<file path="config.mk">
export PLATFORM = sky130hd
export DESIGN_NAME = nibble_packer_flat
export DESIGN_NICKNAME = d
export VERILOG_FILES = /design/src/rtl/nibble_packer_if.sv /design/src/rtl/nibble_packer.sv /design/src/flat_wrapper.sv
export SDC_FILE = /design/constraint.sdc
export NUM_CORES = 1
export LEC_CHECK = 0
export BUFFER_PORTS_ARGS = -buffer_cell sky130_fd_sc_hd__buf_2
export CORE_ASPECT_RATIO = 0.8
export CORE_MARGIN = 2
export CORE_UTILIZATION = 50
export CTS_CLUSTER_SIZE = 40
export DETAILED_ROUTE_END_ITERATION = 7
export PLACE_DENSITY = 0.72
export SLEW_MARGIN = 20
export SYNTH_ARGS = -nofsm -noshare
export SYNTH_HDL_FRONTEND = slang
export SYNTH_SLANG_ARGS = --single-unit
</file>
<file path="constraint.sdc">
create_clock -name clk -period 4.2 [get_ports clk]
set_input_delay 0.84 -clock clk [delete_from_list [all_inputs] [get_ports clk]]
set_output_delay 0.84 -clock clk [all_outputs]
set_load 0.05 [all_outputs]
</file>
<file path="src/rtl/nibble_packer_if.sv">
// Valid/ready bundle between the nibble stimulus stage, the packer, and the word checker.
// The master modport drives nibbles and consumes words; the slave modport is the packer.
interface nibble_packer_if #(
   parameter int NNIB = 4
);
   localparam int W  = 4 * NNIB;
   localparam int CW = $clog2(NNIB + 1);

   logic          i_valid;
   logic          i_ready;
   logic [3:0]    i_data;
   logic          i_last;
   logic          o_valid;
   logic          o_ready;
   logic [W-1:0]  o_data;
   logic [CW-1:0] o_count;
   logic          o_xerr;

   modport master (
      output i_valid, i_data, i_last, o_ready,
      input  i_ready, o_valid, o_data, o_count, o_xerr
   );

   modport slave (
      input  i_valid, i_data, i_last, o_ready,
      output i_ready, o_valid, o_data, o_count, o_xerr
   );
endinterface

</file>
<file path="src/rtl/nibble_packer.sv">
// Packs NNIB consecutive nibbles into one word; i_last flushes a partial word.
// Optional macro PACKER_XCHK_EN enables a sticky simulation-only X/Z detect on o_xerr.
module nibble_packer #(
   parameter int NNIB      = 4,
   parameter int LSB_FIRST = 1
) (
   input logic          clk,
   input logic          rst,
   nibble_packer_if.slave bus
);
   localparam int W  = 4 * NNIB;
   localparam int CW = $clog2(NNIB + 1);

   typedef enum logic {FILL, STALL} state_t;

   state_t        r_state;
   logic [W-1:0]  r_acc;
   logic [CW-1:0] r_cnt;
   logic          r_oValid;
   logic [W-1:0]  r_oData;
   logic [CW-1:0] r_oCount;

   state_t        w_nextState;
   logic [W-1:0]  w_nextAcc;
   logic [CW-1:0] w_nextCnt;
   logic          w_load;
   logic [W-1:0]  w_loadData;
   logic          w_accept;
   logic          w_slotFree;
   logic          w_complete;
   logic [CW-1:0] w_slot;
   logic [W-1:0]  w_word;

   assign bus.i_ready = !rst && (r_state == FILL);
   assign w_accept    = bus.i_valid && bus.i_ready;
   assign w_slotFree  = !r_oValid || bus.o_ready;
   assign w_complete  = (r_cnt == CW'(NNIB - 1)) || bus.i_last;
   assign w_slot      = (LSB_FIRST != 0) ? r_cnt : (CW'(NNIB - 1) - r_cnt);
   assign w_word      = r_acc | (W'(bus.i_data) << {w_slot, 2'b00});

   // In STALL the counter keeps the index of the last nibble, so the word length is always cnt+1.
   always_comb begin
      w_nextState = r_state;
      w_nextAcc   = r_acc;
      w_nextCnt   = r_cnt;
      w_load      = 1'b0;
      w_loadData  = r_acc;
      case (r_state)
         FILL: begin
            if (w_accept) begin
               if (w_complete && w_slotFree) begin
                  w_load     = 1'b1;
                  w_loadData = w_word;
                  w_nextAcc  = '0;
                  w_nextCnt  = '0;
               end else if (w_complete) begin
                  w_nextAcc   = w_word;
                  w_nextState = STALL;
               end else begin
                  w_nextAcc = w_word;
                  w_nextCnt = r_cnt + CW'(1);
               end
            end
         end
         STALL: begin
            if (w_slotFree) begin
               w_load      = 1'b1;
               w_loadData  = r_acc;
               w_nextAcc   = '0;
               w_nextCnt   = '0;
               w_nextState = FILL;
            end
         end
         default: w_nextState = FILL;
      endcase
   end

   always_ff @(posedge clk or posedge rst) begin
      if (rst) begin
         r_state <= FILL;
         r_acc   <= '0;
         r_cnt   <= '0;
      end else begin
         r_state <= w_nextState;
         r_acc   <= w_nextAcc;
         r_cnt   <= w_nextCnt;
      end
   end

   // A load at the same edge as a handoff keeps o_valid high for back-to-back words.
   always_ff @(posedge clk or posedge rst) begin
      if (rst) begin
         r_oValid <= 1'b0;
         r_oData  <= '0;
         r_oCount <= '0;
      end else if (w_load) begin
         r_oValid <= 1'b1;
         r_oData  <= w_loadData;
         r_oCount <= r_cnt + CW'(1);
      end else if (bus.o_ready) begin
         r_oValid <= 1'b0;
      end
   end

   assign bus.o_valid = r_oValid;
   assign bus.o_data  = r_oData;
   assign bus.o_count = r_oCount;

`ifdef PACKER_XCHK_EN
   logic r_xerr;

   always_ff @(posedge clk or posedge rst) begin
      if (rst) begin
         r_xerr <= 1'b0;
      end else if (w_accept && ((^{bus.i_data, bus.i_last}) === 1'bx)) begin
         r_xerr <= 1'b1;
      end
   end

   assign bus.o_xerr = r_xerr;
`else
   assign bus.o_xerr = 1'b0;
`endif
endmodule

</file>
<file path="src/flat_wrapper.sv">
// flat-port wrapper written by rule: the top's interface ports become plain ports
module nibble_packer_flat 
#(
   parameter int NNIB      = 4,
   parameter int LSB_FIRST = 1
)
  (clk, rst, bus_i_valid, bus_i_data, bus_i_last, bus_o_ready, bus_i_ready, bus_o_valid, bus_o_data, bus_o_count, bus_o_xerr);
  nibble_packer_if #(.NNIB(NNIB)) bus_i ();
  input logic clk;
  input logic rst;
  input wire logic [$bits(bus_i.i_valid)-1:0] bus_i_valid;
  input wire logic [$bits(bus_i.i_data)-1:0] bus_i_data;
  input wire logic [$bits(bus_i.i_last)-1:0] bus_i_last;
  input wire logic [$bits(bus_i.o_ready)-1:0] bus_o_ready;
  output wire logic [$bits(bus_i.i_ready)-1:0] bus_i_ready;
  output wire logic [$bits(bus_i.o_valid)-1:0] bus_o_valid;
  output wire logic [$bits(bus_i.o_data)-1:0] bus_o_data;
  output wire logic [$bits(bus_i.o_count)-1:0] bus_o_count;
  output wire logic [$bits(bus_i.o_xerr)-1:0] bus_o_xerr;
  assign bus_i.i_valid = bus_i_valid;
  assign bus_i.i_data = bus_i_data;
  assign bus_i.i_last = bus_i_last;
  assign bus_i.o_ready = bus_o_ready;
  assign bus_i_ready = bus_i.i_ready;
  assign bus_o_valid = bus_i.o_valid;
  assign bus_o_data = bus_i.o_data;
  assign bus_o_count = bus_i.o_count;
  assign bus_o_xerr = bus_i.o_xerr;
  nibble_packer #(.NNIB(NNIB), .LSB_FIRST(LSB_FIRST)) u_core (.clk(clk), .rst(rst), .bus(bus_i));
endmodule
</file>
# Yosys cells after proc, flatten, opt, wreduce, memory -nomap -nowiden

Cells that the tools add are included.

Register bits: 40
Input port bits: 9
Output and inout port bits: 22
Word-level logic and storage cells: 47

Add/subtract/negate cells: 1
Eq/ne operators: 4
Shifts and indexed selects: 1
Multiplexer cells: 23
Bitwise logic cells: 2
Reductions and logical operators: 10

Operators by type and width:

| cell                                                            | count |
|---|---|
| 16-bit 2-to-1 mux                                               | 5 |
| 16-bit case mux with 2 select lines                             | 2 |
| 16-bit bitwise OR                                               | 1 |
| 4-bit by 5-bit << shifter with 16-bit output                    | 1 |
| 3-bit 2-to-1 mux                                                | 4 |
| 1-bit 2-to-1 mux                                                | 9 |
| 3-bit case mux with 2 select lines                              | 1 |
| 1-bit case mux with 2 select lines                              | 2 |
| 3-bit by 1-bit adder with 3-bit output, second input constant   | 1 |
| 3-bit by 2-bit == test with 1-bit output, second input constant | 1 |
| 1-bit logical AND                                               | 3 |
| 3-bit != test, second input constant                            | 1 |
| 3-bit AND reduction                                             | 1 |
| 1-bit logical NOT                                               | 2 |
| 1-bit logical OR                                                | 2 |
| 2-bit by 1-bit != test with 1-bit output, second input constant | 1 |
| 2-bit != test, second input constant                            | 1 |
| 2-bit AND reduction                                             | 1 |
| 2-bit nonzero test                                              | 1 |
| 1-bit inverter                                                  | 1 |

# Logic depth before layout (Yosys ltp)

Gate-level depths: netlist (run 1).

Depth after elaboration: 7
Mapped depth: 8
Gate-level depth less buffers: 6

# Least setup slack after synthesis (run 1)

Ideal clock, no wire load.

Path kind: input to output
Start: input port rst
End: output port bus_i_ready
Arrival time: 1.485 ns
Required time: 3.360 ns
Slack: 1.875 ns
Cell stages on the path: 1
Buffers on the path: 0
Path through: nor2_1

Longest elaborated chain between the ends: 2

Ends and longest elaborated chain:

| element                            | RTL line            | source |
|---|---|---|
| from (decl)                        | flat_wrapper.sv:10  | `input logic rst;` |
| 1-bit logical NOT (no source line) | -                   |  |
| 1-bit logical AND                  | nibble_packer.sv:34 | `assign bus.i_ready = !rst && (r_state == FILL);` |
| to (decl)                          | flat_wrapper.sv:15  | `output wire logic [$bits(bus_i.i_ready)-1:0] bus_i_ready;` |

No other way between the ends.

# Worst setup path in the final report (run 1)

Start: register u_core.r_cnt[0]
End: register u_core.r_oCount[1], in the netlist u_core.bus.o_count[1]

Longest elaborated chain between the ends: 6
Elaborated cells on any way between the ends: 7
Classes of those cells: 1 x add/sub; 1 x eq/ne; 3 x mux; 2 x reduce/logical

Ends and longest elaborated chain:

| element                                  | RTL line            | source |
|---|---|---|
| from (decl)                              | nibble_packer.sv:18 | `logic [CW-1:0] r_cnt;` |
| from (signal assigned)                   | nibble_packer.sv:86 | `r_cnt <= w_nextCnt;` |
| 3-bit by 2-bit == test with 1-bit output | nibble_packer.sv:37 | `assign w_complete = (r_cnt == CW'(NNIB - 1)) \|\| bus.i_last;` |
| 1-bit logical OR                         | nibble_packer.sv:37 |  |
| 1-bit logical AND                        | nibble_packer.sv:51 | `if (w_complete && w_slotFree) begin` |
| 1-bit 2-to-1 mux                         | nibble_packer.sv:51 |  |
| 1-bit 2-to-1 mux                         | nibble_packer.sv:50 | `if (w_accept) begin` |
| 1-bit case mux with 2 select lines       | nibble_packer.sv:48 | `case (r_state)` |
| to (signal assigned)                     | nibble_packer.sv:99 | `r_oCount <= r_cnt + CW'(1);` |
| to (decl)                                | nibble_packer.sv:21 | `logic [CW-1:0] r_oCount;` |

Parallel ways exist; a longest one is shown, timed or not.
A chain may end at the register's enable or synchronous reset.

==> flow_summary_export.csv, run 1 <==
group,metric,value,unit
outcome,status,"completed",
setup_path,max_stage_delay,0.52,ns
floorplan,rows,19,
final_layout,antennaDiodeCount,0,
routing,ant_nets,0,
logic_synthesis,syn_inst,180,
setup_path,r2r_start,"u_core.r_cnt[0]$_DFFE_PP0P_",
grt,grt_first_pass_wirelength,6.90,mm
floorplan,coreArea,3520,sq um
placed_design,gp_congestion,0.808,
final_layout,drive_gt1_frac,0.265,
setup_path,reg2reg_to,"u_core.bus.o_count[1]$_DFFE_PP0P_",
setup_path,startpoint_type,"register",
final_layout,fin_nets,214,
worst_hold_path,holdPathEnd,"u_core.r_acc[15]$_DFFE_PP0P_",
job,max_cap_viol_count,0,
grt,grt_pass1_vias,1357,
routing,drt_first_pass_iters,4,
placed_design,place.detailed.hpwl,2.68,mm
setup_path,reg2reg_depth,7,
clock_network,cts-root-buf,"clkbuf_8",
setup_path,timing.critical_path.slowest_stage_cell,"dfrtp_1",
sta,fin_skew,0.00592,ns
floorplan,die_h,59.1,microns
clock_network,clock_sinks,40,
sta,slew_violations,0,
grt,grt_usage,0.214,
routing,wl_per_cell,16.6,microns
final_layout,area_growth,10.6,%
grt,antenna_found_initial,0,
logic_synthesis,synth_top_cell_by_area,"dfrtp_1",
clock_network,cts_hold_buf,0,
clock_network,clock_latency,0.29,ns
clock_network,path_clk_slew,0.07,ns
floorplan,initial_core_util,0.538,
logic_synthesis,synth-seq-cells,40,
setup_path,crit_path_cell_trace,"ha_1 -> ha_1 -> nor2_8 -> o21bai_2 -> buf_4 -> and2_4 -> mux2_4",
grt,grt_max_degree,38,
logic_synthesis,yosysSeqAreaShare,0.528,
placed_design,portBuffers,29,
sta,min_period_over_period,0.566,
setup_path,cp.arrival,2.56,ns
floorplan,dieArea,4300,sq um
routing,drcViolationCount,0,
floorplan,io_pins,31,
clock_network,cts_buffer_depth,2,
clock_network,post_cts_buffers,0,
clock_network,htreeDepth,2,
setup_path,crit_required,4.38,ns
power,power,1330,uW
logic_synthesis,yosysUniqueCellTypes,30,
setup_path,crit_top_cell,"ha_1",
logic_synthesis,yosysWarnings,0,
sta,holdWs,0.499,ns
power,pwr_density_cell,636,nW/um^2
power,ir_drop,0.353,mV
setup_path,cp-end-kind,"register",
sta,rsz0062_at_grt,"false",
clock_network,numCtsBuffers,5,
sta,finalSetupViolations,0,
sta,worstMarginPinSlew,0.917,ns
sta,relSlewSlack,0.385,
routing,post_drt_via_cell_ratio,5.86,
floorplan,chipWidth,72.8,microns
power,power_leakage,0.000957,uW
routing,wl,4.09,mm
sta,hold_viol_final,0,
worst_hold_path,whs_path_depth,2,
setup_path,crit_type,"register to register",
sta,fmax,421,MHz
final_layout,final_util,0.595,
clock_network,cts_resized,0,
worst_hold_path,hold_class,"register to register",
routing,num_vias,1442,
routing,drt-initial-drc-count,91,
logic_synthesis,synth.area.top_cells,"dfrtp_1 53%, a21oi_1 14%, a31oi_1 5.3%",
logic_synthesis,async_flop_share,1.00,
logic_synthesis,yosys_most_used_dff,"dfrtp_1",
worst_hold_path,hold_path_startpoint,"u_core.r_acc[15]$_DFFE_PP0P_",
placed_design,placed_cell_area,1990,sq um
logic_synthesis,synth_edf_count,0,
logic_synthesis,avgSynthCellArea,10.5,sq um
sta,fin_setup_tns,0,ns
sta,period_minus_slack,2.38,ns
logic_synthesis,yosys.area.top_type_share,0.528,
grt,overflow,0,
logic_synthesis,syn_nets,191,
setup_path,r2r_slack,1.82,ns
clock_network,cts_tree,"yes",
logic_synthesis,synthesis.area,1890,sq um
final_layout,fin_area,2090,sq um
setup_path,path_max_fanout,37,
[through the flow]
| step | instances | setup slack [ns] |
|---|---|---|
| 2_1_floorplan | 180 | 1.88 |
| 6_report | 246 | 1.82 |
| 4_1_cts | 246 | 1.82 |
| 5_1_grt | 246 | 1.68 |
| 3_5_place_dp | 238 | 1.64 |
| 3_3_place_gp | 238 | 1.78 |
[state kept, by name, summed over array words and instances (netlist names)]
signal              flops
u_core.bus.o_valid      1
u_core.bus.o_count      3
u_core.r_acc           16
u_core.r_cnt            3
u_core.r_state          1
u_core.bus.o_data      16
[power breakdown]
group,internal (uW),switching [uW]
Sequential,480,59.4
Clock,176,130
Combinational,124,362
Total,780,551
[worst max-delay path by stage]
stage                                start                                end  slack, ns  depth (start not counted)
2_1_floorplan                          rst                        bus_i_ready       1.88                          1
4_1_cts        u_core.r_cnt[0]$_DFFE_PP0P_  u_core.bus.o_count[1]$_DFFE_PP0P_       1.82                          7
5_1_grt        u_core.r_cnt[0]$_DFFE_PP0P_  u_core.bus.o_count[1]$_DFFE_PP0P_       1.68                          7
6_report       u_core.r_cnt[0]$_DFFE_PP0P_  u_core.bus.o_count[1]$_DFFE_PP0P_       1.82                          7
3_3_place_gp                   bus_o_ready        u_core.r_cnt[0]$_DFFE_PP0P_       1.78                          5
3_5_place_dp                   bus_o_ready        u_core.r_cnt[0]$_DFFE_PP0P_       1.64                          5
[cell type report]
cell class	instances	area, sq um
multi-input cells	122	758
clock buffers	6	72.6
well taps	42	52.6
repair buffers	32	168
clock inverters	2	35.0
fillers	324	1420
flip-flops and latches	40	1000
inverters	2	7.51
[metal layers]
metal / part of all wire / global-route usage / vias up
met1: 0.47 / 0.320 / 700
met5: 0 / 0 / -
met3: 0.064 / 0.0425 / 7
li1: - / - / 687
met2: 0.45 / 0.305 / 48
met4: 0.015 / 0.0873 / 0
[cells by family after synthesis]
kind of cell	synth area share
DFF	0.528
muxes	0.0198
AOI/OAI and AO/OA	0.217
buffers and inverters	0.0713
adders and majority gates	0.0132
and+or+nand+nor	0.149
other	0.00198
[critical path: cells and delay by family (launching register included)]
family / cells / cell delay, ns
buffers and inverters: 1 / 0.25
DFF: 1 / 0.52
and+or+nand+nor: 2 / 0.54
muxes: 1 / 0.33
adders and majority gates: 2 / 0.48
AOI/OAI and AO/OA: 1 / 0.13
[layout by cell type (no fill, tap or decap), types with 3 or more instances in the layout]
cell type,instances
a21oi_1,53
a31oi_1,16
buf_2,29
buf_4,3
clkbuf_8,5
dfrtp_1,40
nand2b_1,5
nor2_1,21
nor4_2,5
[synthesized netlist by cell type, types with 2 or more instances]
master     n
a21oi_1   53
a31oi_1   16
and3_1     2
buf_2      2
buf_4      5
buf_6      6
clkbuf_1   2
dfrtp_1   40
ha_1       2
inv_1      2
nand2b_1   5
nor2_1    21
nor3b_2    2
nor4_2     5
o21ai_0    2
(Power assumes the default switching activity.)
==> run 2: changes to the inputs <==
Settings changed: ABC_AREA set to 1, PLACE_DENSITY 0.72 to 0.74.
Clock period 4.2 ns to 2.1 ns, I/O delays scaled along.
==> run 2 against run 1 <==
Net effect:
- count of clock-buffer cells in the layout did not move
- critical path type unchanged
- routed wire length fell by 6.3%
- highest routed layer unchanged
- largest power group is now combinational logic
- global-route usage fell by 1.8 points
- worst hold slack got worse by 0.24 ns
==> flow_summary_export.csv, run 2 <==
group,metric,value,unit
logic_synthesis,synthesis.area,2000,sq um
logic_synthesis,synth-seq-cells,40,
grt,antenna_found_initial,0,
logic_synthesis,synthTopCellsByCount,"151 x nand2_1, 40 x dfrtp_1, 39 x inv_1",
floorplan,coreArea,3830,sq um
placed_design,place.detailed.hpwl,2.67,mm
floorplan,chipWidth,74.8,microns
worst_hold_path,hold_class,"input pin to async pin",
final_layout,final_cell_mix,"151 x nand2_1, 40 x dfrtp_1, 39 x inv_1, 29 x buf_2, 16 x nor2_1",
logic_synthesis,synth.area.top_cells,"dfrtp_1 50%, nand2_1 28%, inv_1 7.3%",
setup_path,timing.critical_path.slowest_stage_cell,"dfrtp_1",
clock_network,cts-root-buf,"clkbuf_8",
routing,wl_per_cell,10.6,microns
logic_synthesis,synth_top_cell_by_area,"dfrtp_1",
final_layout,antennaDiodeCount,0,
setup_path,cp-end-kind,"register",
routing,drt_first_pass_iters,4,
sta,fin_setup_tns,0,ns
final_layout,multi_input_area,782,sq um
routing,wl,3.83,mm
floorplan,initial_core_util,0.523,
routing,num_vias,1640,
power,ir_drop,0.727,mV
grt,overflow,0,
power,power_leakage,0.00144,uW
clock_network,clock_latency,0.30,ns
final_layout,fin_nets,318,
logic_synthesis,syn_nets,288,
clock_network,htreeDepth,2,
floorplan,die_h,60.6,microns
grt,grt_first_pass_wirelength,6.40,mm
final_layout,num-fill-cells,372,
setup_path,cp.arrival,2.07,ns
placed_design,place_ws,0.286,ns
clock_network,clock_sinks,40,
setup_path,startpoint_type,"register",
clock_network,path_clk_slew,0.07,ns
final_layout,drive_gt1_frac,0.150,
setup_path,r2r_start,"u_core.r_cnt[0]$_DFFE_PP0P_",
setup_path,crit_top_cell,"nand2_1",
logic_synthesis,yosysSeqAreaShare,0.500,
setup_path,crit_type,"register to register",
sta,finalSetupViolations,0,
sta,min_period_over_period,0.871,
sta,rsz0062_at_grt,"false",
logic_synthesis,yosys.area.top_type_share,0.500,
setup_path,max_stage_delay,0.46,ns
logic_synthesis,yosysMostFrequentCell,"nand2_1",
setup_path,crit_required,2.34,ns
logic_synthesis,avgSynthCellArea,7.23,sq um
setup_path,path_max_fanout,19,
grt,grt_pass1_vias,1476,
job,max_cap_viol_count,0,
floorplan,rows,20,
sta,hold_viol_final,0,
floorplan,dieArea,4530,sq um
setup_path,r2r_slack,0.27,ns
logic_synthesis,async_flop_share,1.00,
logic_synthesis,yosysWarnings,0,
setup_path,crit_path_cell_trace,"ha_1 -> ha_1 -> inv_1 -> nand2_1 -> nand2_2 -> nand2_1 -> nand2_4 -> buf_4 -> nand2_1 -> nand2_1",
routing,drcViolationCount,0,
sta,worst_slack,0.270,ns
clock_network,cts_hold_buf,0,
clock_network,cts_buffer_depth,2,
final_layout,area_growth,12.2,%
final_layout,regArea,1000,sq um
power,power,3110,uW
grt,grt_max_degree,41,
sta,slew_violations,0,
logic_synthesis,synth_edf_count,0,
clock_network,cts_resized,0,
setup_path,reg2reg_to,"u_core.bus.o_data[0]$_DFFE_PP0P_",
grt,grt_usage,0.196,
sta,fin_skew,0.00457,ns
final_layout,final_common_cell,"nand2_1",
floorplan,io_pins,31,
clock_network,cts_tree,"yes",
routing,ant_nets,0,
logic_synthesis,yosys_most_used_dff,"dfrtp_1",
sta,period_minus_slack,1.83,ns
routing,post_drt_via_cell_ratio,4.53,
outcome,status,"completed",
power,pwr_density_cell,1380,nW/um^2
routing,drt-initial-drc-count,73,
clock_network,numCtsBuffers,5,
sta,fmax,546,MHz
setup_path,reg2reg_depth,10,
logic_synthesis,syn_inst,277,
placed_design,portBuffers,29,
clock_network,post_cts_buffers,0,
logic_synthesis,yosysUniqueCellTypes,19,
placed_design,gp_congestion,0.807,
==> run 2: cell types whose count changed in the layout (fill, tap and decap cells not counted), sizes merged, moves of 2 or more <==
| cell | previous run | this run |
|---|---|---|
| nor4 | 5 | 0 |
| a21oi | 53 | 1 |
| nand2b | 6 | 0 |
| nor3b | 2 | 0 |
| o21ai | 2 | 5 |
| and2 | 2 | 0 |
| nand2 | 0 | 155 |
| nor2 | 22 | 18 |
| and3 | 2 | 0 |
| inv | 1 | 40 |
| a31oi | 16 | 0 |
| nand3 | 0 | 4 |
==> run 2: metal layers <==
| metal | GRT usage | wire length [microns] | up-vias | part of all wire |
|---|---|---|---|---|
| li1 | - | - | 862 | - |
| met1 | 0.259 | 1980 | 731 | 0.52 |
| met2 | 0.310 | 1610 | 40 | 0.42 |
| met3 | 0.0498 | 177 | 7 | 0.046 |
| met4 | 0.0842 | 64 | 0 | 0.017 |
| met5 | 0 | 0 | - | 0 |
==> run 2: worst max path at each step <==
stage / startpoint / to / slack (ns) / cells after the start
2_1_floorplan: u_core.r_cnt[0]$_DFFE_PP0P_ / u_core.bus.o_data[0]$_DFFE_PP0P_ / 0.45 / 11
3_3_place_gp: u_core.r_cnt[0]$_DFFE_PP0P_ / u_core.bus.o_data[3]$_DFFE_PP0P_ / 0.34 / 10
3_5_place_dp: u_core.r_cnt[0]$_DFFE_PP0P_ / u_core.bus.o_count[1]$_DFFE_PP0P_ / 0.29 / 10
4_1_cts: u_core.r_cnt[0]$_DFFE_PP0P_ / u_core.bus.o_count[1]$_DFFE_PP0P_ / 0.26 / 10
5_1_grt: u_core.r_cnt[0]$_DFFE_PP0P_ / u_core.bus.o_count[1]$_DFFE_PP0P_ / 0.11 / 10
6_report: u_core.r_cnt[0]$_DFFE_PP0P_ / u_core.bus.o_data[0]$_DFFE_PP0P_ / 0.27 / 10
==> run 2: area by class of cell <==
type                            count  area share
Timing Repair Buffer               32      0.0746
Clock buffer                        6      0.0323
Tap cell                           55      0.0306
Sequential cell                    40       0.445
Clock inverter                      1     0.00223
Multi-Input combinational cell    188       0.348
Inverter                           40      0.0668
==> run 2: power by group <==
part | leakage, uW | switching, uW | internal [uW] | total [uW]
sequential | 0.000527 | 129 | 1050 | 1180
clock | 0.0000410 | 252 | 226 | 477
combinational | 0.000871 | 1090 | 365 | 1450
total | 0.00144 | 1470 | 1640 | 3110
==> run 2: cell families after synthesis <==
| group | synth area share |
|---|---|
| AND/OR/NAND/NOR | 0.361 |
| flip-flops | 0.500 |
| AO/OA/AOI/OAI | 0.0150 |
| adder cells (fa/ha/maj) | 0.0125 |
| other | 0.00187 |
| buffers and inverters | 0.110 |
==> run 2: per-stage QoR <==
stage / util / instance area [sq um] / std cells / hold slack, ns
2_1_floorplan: - / 2000 / 277 / 0.466
3_3_place_gp: 0.567 / 2170 / 355 / 0.457
3_5_place_dp: 0.567 / 2170 / 355 / 0.460
4_1_cts: 0.587 / 2250 / 362 / 0.279
5_1_grt: 0.587 / 2250 / 362 / 0.335
6_report: 0.587 / 2250 / 362 / 0.255
==> run 2: critical path, delay by kind of cell (launching register included) <==
family	cells	cell delay [ns]
adders and majority gates	2	0.42
buffers and inverters	2	0.29
DFF	1	0.46
and+or+nand+nor	6	0.61
==> run 3: changes to the inputs <==
Settings changed: CTS_BUF_LIST set to sky130_fd_sc_hd__clkbuf_4 sky130_fd_sc_hd__clkbuf_8, RECOVER_POWER set to 25.
==> run 3 against run 2 <==
Net effect:
- critical path type unchanged
- combinational power about the same
- register-to-register slack hardly changed
- clock power up 3%
- utilization unchanged
- cell count did not move
- via count decreased by 1.5%
- count of clock-buffer cells in the layout is the same
- sequential share of layout area is the same
- non-clock buffer count is the same
- power is 0.32% higher
- routed wire length down 0.34%
- global-route usage down 0.071 points
==> flow_summary_export.csv, run 3 (synthesis results as in run 2) <==
group,metric,value,unit
final_layout,final_common_cell,"nand2_1",
setup_path,path_max_fanout,19,
routing,post_drt_via_cell_ratio,4.46,
sta,rsz0062_at_grt,"false",
grt,antenna_found_initial,0,
floorplan,rows,20,
clock_network,cts_resized,0,
placed_design,place.detailed.hpwl,2.67,mm
final_layout,fin_nets,318,
clock_network,clock_latency,0.30,ns
routing,drt_first_pass_iters,4,
grt,overflow,0,
sta,fin_setup_tns,0,ns
clock_network,clock_sinks,40,
power,switchingPower,1470,uW
final_layout,fin_area,2250,sq um
power,seq_power_share,0.379,
sta,hold_viol_final,0,
final_layout,final_cell_mix,"151 x nand2_1, 40 x dfrtp_1, 39 x inv_1, 28 x buf_2, 16 x nor2_1",
floorplan,chipWidth,74.8,microns
setup_path,crit_required,2.34,ns
floorplan,initial_core_util,0.523,
power,ir_drop,0.731,mV
floorplan,dieArea,4530,sq um
routing,wl,3.82,mm
final_layout,drive_gt1_frac,0.150,
clock_network,cts_buffer_depth,2,
placed_design,placed_cell_area,2170,sq um
grt,grt_max_degree,41,
routing,ant_nets,0,
routing,drcViolationCount,0,
grt,grt_first_pass_wirelength,6.39,mm
power,clkPwrFrac,0.157,
placed_design,gp_congestion,0.807,
routing,drt-initial-drc-count,76,
clock_network,htreeDepth,2,
job,max_cap_viol_count,0,
placed_design,placed_cells,355,
setup_path,cp-end-kind,"register",
power,pwr_density_cell,1390,nW/um^2
power,power_frac_comb,0.465,
outcome,status,"completed",
floorplan,die_h,60.6,microns
setup_path,timing.critical_path.slowest_stage_cell,"dfrtp_1",
sta,worst_slack,0.269,ns
sta,slew_violations,0,
clock_network,path_clk_slew,0.07,ns
sta,fin_skew,0.00453,ns
setup_path,crit_top_cell,"nand2_1",
clock_network,cts_tree,"yes",
sta,fmax,546,MHz
floorplan,coreArea,3830,sq um
power,internal_power,1650,uW
placed_design,place_ws,0.286,ns
final_layout,final_cells,362,
setup_path,crit_type,"register to register",
setup_path,startpoint_type,"register",
clock_network,numCtsBuffers,5,
grt,grt_usage,0.195,
worst_hold_path,hold_class,"input pin to register",
sta,worstMarginPinSlew,0.969,ns
placed_design,portBuffers,29,
clock_network,cts_hold_buf,0,
power,switching_share,0.470,
power,power_leakage,0.00144,uW
sta,period_minus_slack,1.83,ns
clock_network,cts-root-buf,"clkbuf_8",
setup_path,crit_path_cell_trace,"ha_1 -> ha_1 -> inv_1 -> nand2_1 -> nand2_2 -> nand2_1 -> nand2_4 -> buf_4 -> nand2_1 -> nand2_1",
routing,num_vias,1615,
sta,relSlewSlack,0.354,
sta,finalSetupViolations,0,
setup_path,cp.arrival,2.07,ns
final_layout,antennaDiodeCount,0,
floorplan,io_pins,31,
clock_network,post_cts_buffers,0,
routing,wl_per_cell,10.5,microns
sta,min_period_over_period,0.872,
final_layout,area_growth,12.2,%
setup_path,max_stage_delay,0.46,ns
grt,grt_pass1_vias,1477,
==> run 3: power by group through the flow <==
| stage | clock [uW] | combinational, uW | sequential [uW] |
|---|---|---|---|
| finish | 489 | 1450 | 1180 |
| global route | 528 | 1610 | 1220 |
| CTS | 513 | 1460 | 1180 |
| detailed placement | 0 | 1450 | 1200 |
| global placement | 0 | 1450 | 1190 |
| floorplan | 0 | 613 | 1720 |
==> run 3: routing by layer <==
metal,wire length [microns],vias to the layer above,global-route usage,share of wire
li1,-,862,-,-
met1,1970,706,0.260,0.52
met2,1600,40,0.306,0.42
met3,184,7,0.0498,0.048
met4,64,0,0.0842,0.017
met5,0,-,0,0
==> run 3: area by class of cell <==
type	count	area (sq um)
clock inverters	1	5.00
fillers	373	1580
flip-flops and latches	40	1000
clock buffers	6	76.3
multi-input cells	188	782
inverters	40	150
well taps	55	68.8
repair buffers	32	164
==> run 3: worst paths after layout <==
kind | start | endpoint | slack, ns | cells after the start
worst max register to register | u_core.r_cnt[0]$_DFFE_PP0P_ | u_core.bus.o_data[0]$_DFFE_PP0P_ | 0.27 | 10
min in group asynchronous | rst | u_core.r_state$_DFF_PP0_ | 0.44 | 3
worst max-delay path | u_core.r_cnt[0]$_DFFE_PP0P_ | u_core.bus.o_data[0]$_DFFE_PP0P_ | 0.27 | 10
max in group asynchronous | rst | u_core.bus.o_data[5]$_DFFE_PP0P_ | 1.05 | 3
worst min register to register | u_core.bus.o_data[6]$_DFFE_PP0P_ | u_core.bus.o_data[6]$_DFFE_PP0P_ | 0.47 | 2
worst min-delay path | bus_i_valid | u_core.r_state$_DFF_PP0_ | 0.42 | 3
==> run 3: worst max-delay path: cells and delay by family, from the launching register on <==
kind | cells | cell delay [ns]
adders and majority gates | 2 | 0.42
buffers and inverters | 2 | 0.29
DFF | 1 | 0.46
and+or+nand+nor | 6 | 0.61
==> run 3: through the flow <==
stage	utilization	hold WS [ns]	total power, uW
2_1_floorplan	-	0.466	2330
6_report	0.587	0.419	3120
3_3_place_gp	0.567	0.457	2640
5_1_grt	0.587	0.435	3360
4_1_cts	0.588	0.279	3160
3_5_place_dp	0.567	0.460	2650
